[config.mk]
export PLATFORM = sky130hd
export DESIGN_NAME = inst_fetch_queue
export DESIGN_NICKNAME = d
export VERILOG_FILES = /design/src/rtl/cpu_pkg.sv /design/src/rtl/fetch_fifo.sv /design/src/rtl/inst_fetch_queue.sv
export SDC_FILE = /design/constraint.sdc
export NUM_CORES = 1
export LEC_CHECK = 0
export BUFFER_PORTS_ARGS = -buffer_cell sky130_fd_sc_hd__buf_2
export CAP_MARGIN = 40
export CELL_PAD_IN_SITES_DETAIL_PLACEMENT = 1
export CELL_PAD_IN_SITES_GLOBAL_PLACEMENT = 2
export CORE_AREA = 2 2 218 220
export CTS_CLUSTER_DIAMETER = 50
export DETAILED_ROUTE_END_ITERATION = 16
export DIE_AREA = 0 0 220 222
export PLACE_DENSITY = 0.63
export SLEW_MARGIN = 20
export SYNTH_ARGS = -nofsm -noshare
export SYNTH_HDL_FRONTEND = slang
export SYNTH_HIERARCHICAL = 1
export SYNTH_SLANG_ARGS = --single-unit
[constraint.sdc]
create_clock -name clk -period 4.5 [get_ports clk]
set_input_delay 0.45 -clock clk [delete_from_list [all_inputs] [get_ports clk]]
set_output_delay 0.45 -clock clk [all_outputs]
set_load 0.005 [all_outputs]
[src/rtl/cpu_pkg.sv]
// Shared CPU front-end definitions: reset vector, fetch entry record and
// fetch mode encoding.
package cpu_pkg;

  localparam logic [31:0] RESET_PC_DEFAULT = 32'hbfc0_0000;

  typedef enum logic {
    MODE_RUN  = 1'b0,
    MODE_HALT = 1'b1
  } fetch_mode_e;

  typedef struct packed {
    logic [31:0] pc;
    logic [31:0] inst;
    logic        adel;
  } fetch_entry_t;

  localparam int FETCH_ENTRY_W = $bits(fetch_entry_t);

  // Packed entry width for non-default PC/instruction widths.
  function automatic int entry_width(input int pc_w, input int inst_w);
    return pc_w + inst_w + 1;
  endfunction

endpackage

[src/rtl/fetch_fifo.sv]
// Synchronous FIFO holding fetched entries; flush empties it in one cycle.
module fetch_fifo #(
  parameter  int DEPTH = 4,
  parameter  int W     = 65,
  localparam int AW    = $clog2(DEPTH),
  localparam int CW    = AW + 1
) (
  input  logic          clk,
  input  logic          rst_n,
  input  logic          push_i,
  input  logic [W-1:0]  push_data_i,
  input  logic          pop_i,
  input  logic          flush_i,
  output logic [W-1:0]  head_o,
  output logic [CW-1:0] count_o
);

  logic [W-1:0]  mem_q [DEPTH];
  logic [AW-1:0] rd_ptr_q;
  logic [AW-1:0] wr_ptr_q;
  logic [CW-1:0] count_q;

  // Storage carries no reset; readers qualify the head with count.
  always_ff @(posedge clk) begin
    if (push_i && !flush_i) begin
      mem_q[wr_ptr_q] <= push_data_i;
    end
  end

  always_ff @(posedge clk or negedge rst_n) begin
    if (!rst_n) begin
      rd_ptr_q <= '0;
      wr_ptr_q <= '0;
      count_q  <= '0;
    end else if (flush_i) begin
      rd_ptr_q <= '0;
      wr_ptr_q <= '0;
      count_q  <= '0;
    end else begin
      if (push_i) wr_ptr_q <= wr_ptr_q + 1'b1;
      if (pop_i)  rd_ptr_q <= rd_ptr_q + 1'b1;
      case ({push_i, pop_i})
        2'b10:   count_q <= count_q + 1'b1;
        2'b01:   count_q <= count_q - 1'b1;
        default: count_q <= count_q;
      endcase
    end
  end

  assign head_o  = mem_q[rd_ptr_q];
  assign count_o = count_q;

endmodule

[src/rtl/inst_fetch_queue.sv]
// Credit-controlled instruction fetch queue between PC/branch logic and decode.
// Misaligned fetches produce one address-error entry and halt until redirect.
module inst_fetch_queue
  import cpu_pkg::*;
#(
  parameter int              DEPTH    = 4,
  parameter int              PC_W     = 32,
  parameter int              INST_W   = 32,
  parameter logic [PC_W-1:0] RESET_PC = PC_W'(RESET_PC_DEFAULT)
) (
  input  logic                     clk,
  input  logic                     resetn,
  output logic                     inst_sram_en,
  output logic [PC_W-1:0]          inst_sram_addr,
  input  logic [INST_W-1:0]        inst_sram_rdata,
  input  logic                     redirect_valid,
  input  logic [PC_W-1:0]          redirect_pc,
  input  logic                     deq_ready,
  output logic                     deq_valid,
  output logic [PC_W-1:0]          deq_pc,
  output logic [INST_W-1:0]        deq_inst,
  output logic                     deq_adel,
  output logic [$clog2(DEPTH):0]   count
);

  localparam int CW = $clog2(DEPTH) + 1;
  localparam int EW = entry_width(PC_W, INST_W);

  logic [PC_W-1:0]   fetch_pc_q;
  logic [PC_W-1:0]   fetch_pc_d;
  logic              inflight_q;
  logic              inflight_adel_q;
  logic [PC_W-1:0]   inflight_pc_q;
  fetch_mode_e       mode_q;

  logic [CW:0]       used;
  logic              credit_ok;
  logic              misaligned;
  logic              issue;
  logic              push;
  logic              pop;
  logic [INST_W-1:0] resp_inst;
  logic [EW-1:0]     push_data;
  logic [EW-1:0]     head;
  logic [CW-1:0]     fifo_count;

  // Credit counts queued entries plus the read still in flight.
  assign used       = {1'b0, fifo_count} + {{CW{1'b0}}, inflight_q};
  assign credit_ok  = used < (CW + 1)'(DEPTH);
  assign misaligned = |fetch_pc_q[1:0];
  assign issue      = (mode_q == MODE_RUN) && !redirect_valid && credit_ok;
  assign fetch_pc_d = fetch_pc_q + PC_W'(4);

  assign inst_sram_en   = resetn && issue && !misaligned;
  assign inst_sram_addr = fetch_pc_q;

  assign push      = inflight_q && !redirect_valid;
  assign resp_inst = inflight_adel_q ? {INST_W{1'b0}} : inst_sram_rdata;
  assign push_data = {inflight_pc_q, resp_inst, inflight_adel_q};

  assign deq_valid = (fifo_count != '0) && !redirect_valid;
  assign pop       = deq_valid && deq_ready;
  assign deq_pc    = deq_valid ? head[EW-1 -: PC_W] : '0;
  assign deq_inst  = deq_valid ? head[INST_W:1] : '0;
  assign deq_adel  = deq_valid && head[0];
  assign count     = fifo_count;

  always_ff @(posedge clk or negedge resetn) begin
    if (!resetn) begin
      fetch_pc_q      <= RESET_PC;
      inflight_q      <= 1'b0;
      inflight_adel_q <= 1'b0;
      inflight_pc_q   <= '0;
      mode_q          <= MODE_RUN;
    end else if (redirect_valid) begin
      fetch_pc_q <= redirect_pc;
      inflight_q <= 1'b0;
      mode_q     <= MODE_RUN;
    end else begin
      inflight_q <= issue;
      if (issue) begin
        inflight_pc_q   <= fetch_pc_q;
        inflight_adel_q <= misaligned;
        if (misaligned) mode_q     <= MODE_HALT;
        else            fetch_pc_q <= fetch_pc_d;
      end
    end
  end

  fetch_fifo #(
    .DEPTH (DEPTH),
    .W     (EW)
  ) u_fifo (
    .clk         (clk),
    .rst_n       (resetn),
    .push_i      (push),
    .push_data_i (push_data),
    .pop_i       (pop),
    .flush_i     (redirect_valid),
    .head_o      (head),
    .count_o     (fifo_count)
  );

endmodule
==> metrics.md <==
| Metric | Value |
|---|---|
| Status | finished, final reports clean |
| Mux share of post-synthesis cell area | around 11% |
| Yosys Warn Count | 6 |
| Die X | 220 µm |
| Leak | 6.13 nW |
| Placed inst area | 15400 µm² |
| Critical Path RT | slightly above 4 ns |
| Crit Path Class | reg2out |
| Worst-path clk slew | 0.06 ns |
| Synth Register Bits | 334 |
| Final instance area | 16700 µm² |
| Main area contributors after synthesis | edfxtp_1 57%, dfrtp_1 12%, mux4_2 11% |
| Starting Density | 29.9% |
| Hold Worst Slack | 0.112 ns |
| Compound-cell area share of the yosys netlist | approximately 2% |
| Number of iterations in the first detailed-routing pass | 4 |
| Nets | 1110 |
| Setup_tns | 0 ns |
| Routed WL | ~33000 µm |
| Maximum fanout along the worst path | 25 |
| ANT nets after route | 0 |
| I/O Buffers | 169 |
| F_max | 0.328 GHz |
| Element type at the critical path start | flop |
| Largest family of logic cells by synthesized area | simple AND/OR/NAND/NOR gates |
| Htree depth | 2 |
| FP Rows | 79 |
| Placed wire-length estimate | roughly 22000 µm |
| Worst-skew pair later-pin latency | approximately 0.55 ns |
| Longest Clk Path Bufs | 3 |
| DR iter-0 viols | 330 |
| Core ar. | 46300 µm² |
| Min Tclk post-route | around 3.1 ns |
| Layout cells sized above 1 | 32.4% |
| Part of the cycle the worst path needs | 67.8% |
| PwrDens | 463 nW/µm² |
| Max-cap violation count | 0 |
| Post-synthesis sequential area ratio | a little over two thirds |
| Adder-cell share of the synthesized area | 0.598% |
| WP data arrival | 2.60 ns |
| WL/cell | 19.9 µm |
| Area grow syn2layout | 21.2% |
| Syn_nets | 928 |
| CTS Hold Bufs | 1 |
| FFs w/ async S/R, synth | ~22% |
| Final hold violation count | 0 |
| XOR/XNOR Fraction of Synth Area | under 10% |
| Top FF cell, synth | edfxtp_1 |
| Hold Crit Class | in2reg |
| Cts bufs inserted | 42 |
| DRC | 0 |
| Die H | ~220 µm |
| Gate count of the mapped netlist | 854 |
| Routed vias | 7734 |
| Maximum number of pins on one net before global-route repair | 67 |
| GPL Wtd Cong | between 0.7 and 0.8 |
| Synth unique cells | 60 |
| Rel. slew slack | 45.5% |
| Number of global-route vias before repair | ~8500 |
| Resized cells post-CTS | 0 |
| RSZ-0062 raised after global routing | false |
| Actual slew at the worst max-slew pin | 0.816 ns |
| Initial antenna violation count | 0 |
| Setup violators final | 0 |
| Number of synthesized flops with an enable pin | between 200 and 300 |
| Die area | between 40000 and 50000 µm² |
| IO Pins | 170 |
| First-pass GRT wire length | 52000 µm |
| Vias per inst | 4.63 |
| CTS tree | done |
| Clk root buf | clkbuf_16 |
| Setup Skew | 0.0192 ns |
| Post-CTS setup buffer count | 0 |
| CTS sink count | 334 |
| Worst vdd ir | 263 µV |
| Post-synth top area share | a little under three fifths |
| Grt ovf | 0 |
| Tot GR Track Use | 14.1% |
| Post-synthesis cell area | 13800 µm² |
| Syn avg cell area | 16.2 µm² |
| Max Slew Vio Count | 0 |
| CP Capture Type | output pin |
| Fraction of the mapped netlist area in simple logic gates | 12.3% |
| Dominant cell type by area after synthesis | edfxtp_1 |
state kept, by name, indices dropped and copies added (netlist names):
register	cells
inflight_adel_q	1
inflight_pc_q	32
inflight_q	1
inst_sram_addr	32
mode_q	1
u_fifo/count_o	3
u_fifo/mem_q	260
u_fifo/rd_ptr_q	2
u_fifo/wr_ptr_q	2
cells by family after synthesis:
family	Yosys count
DFF	334
and+or+nand+nor	320
muxes	73
buffers and inverters	53
AOI/OAI and AO/OA	43
xor gates and xnor gates	25
adders and majority gates	6
cell usage in the layout, fill, tap and decap left out, drive strengths merged, types with 4 or more instances in the layout:
master	Yosys	final
a21oi	4	4
o21ai	23	23
nor2	20	20
and2	71	71
xnor2	12	12
buf	24	185
xor2	13	13
nor4	7	7
clkbuf	24	51
ha	5	5
dfrtp	65	65
dfstp	9	9
nand3	17	17
inv	4	10
mux4	65	65
mux2	5	5
nor2b	38	38
nand2	131	131
nor3	8	8
edfxtp	260	260
clkinv	1	10
nand4	13	13
cell usage after synthesis, types with 4 or more instances:
| master | n |
|---|---|
| a21oi_1 | 4 |
| and2_1 | 71 |
| buf_12 | 4 |
| buf_2 | 12 |
| buf_4 | 5 |
| clkbuf_1 | 23 |
| dfrtp_1 | 65 |
| dfstp_2 | 9 |
| edfxtp_1 | 260 |
| ha_1 | 5 |
| inv_1 | 4 |
| mux2_2 | 5 |
| mux4_2 | 65 |
| nand2_1 | 131 |
| nand3_1 | 15 |
| nand4_1 | 12 |
| nor2_1 | 20 |
| nor2b_1 | 38 |
| nor3_1 | 7 |
| o21ai_0 | 11 |
| o21ai_1 | 12 |
| xnor2_1 | 12 |
| xor2_1 | 13 |
report_power, final:
group,switching [mW],internal [mW],leakage [nW]
Sequential,0.210,3.59,3.28
Clock,1.29,1.92,0.635
Combinational,0.410,0.327,2.21
metrics by stage:
stage	worst slack [ns]	std cells	total power, mW	utilization, %
2_1_floorplan	1.25	854	4.24	-
3_5_place_dp	1.70	1596	4.62	33.2
5_1_grt	1.24	1671	8.11	36.2
4_1_cts	1.14	1669	7.89	36.1
3_3_place_gp	1.73	1589	4.59	32.9
6_report	1.45	1672	7.75	36.2
area by class of cell:
cell class / instances / area, µm²
diodes: 1 / 2.50
clock inverters: 21 / 226
multi-input cells: 467 / 3850
repair buffers: 186 / 1120
flip-flops and latches: 334 / 9680
well taps: 607 / 759
clock buffers: 51 / 1090
inverters: 5 / 18.8
fillers: 4797 / 29500
worst max-delay path, stage by stage, from the launching register on:
cell and delay [ns]:
dfrtp_4 0.59, buf_12 0.28, buf_4 0.32, mux4_2 0.57
and2_1 0.16, buf_2 0.13
layer usage:
metal	global-route usage, %	wire length [µm]
met5	0	0
met4	3.85	632
met3	3.54	1900
met2	22.0	15400
met1	19.4	15300
worst paths after layout:
path,from,end,slack [ns],depth (start not counted)
min in group asynchronous,resetn,inst_sram_addr[11],0.28,2
max,u_fifo/rd_ptr_q[0],deq_inst[11],1.45,5
max in group asynchronous,resetn,inst_sram_addr[27],3.24,4
min reg2reg,inflight_adel_q,inflight_adel_q,0.50,1
min,redirect_pc[11],inst_sram_addr[11],0.11,3
max reg2reg,inflight_q,u_fifo/mem_q[1][28],2.02,4
Power figures use the tool's default switching activity.
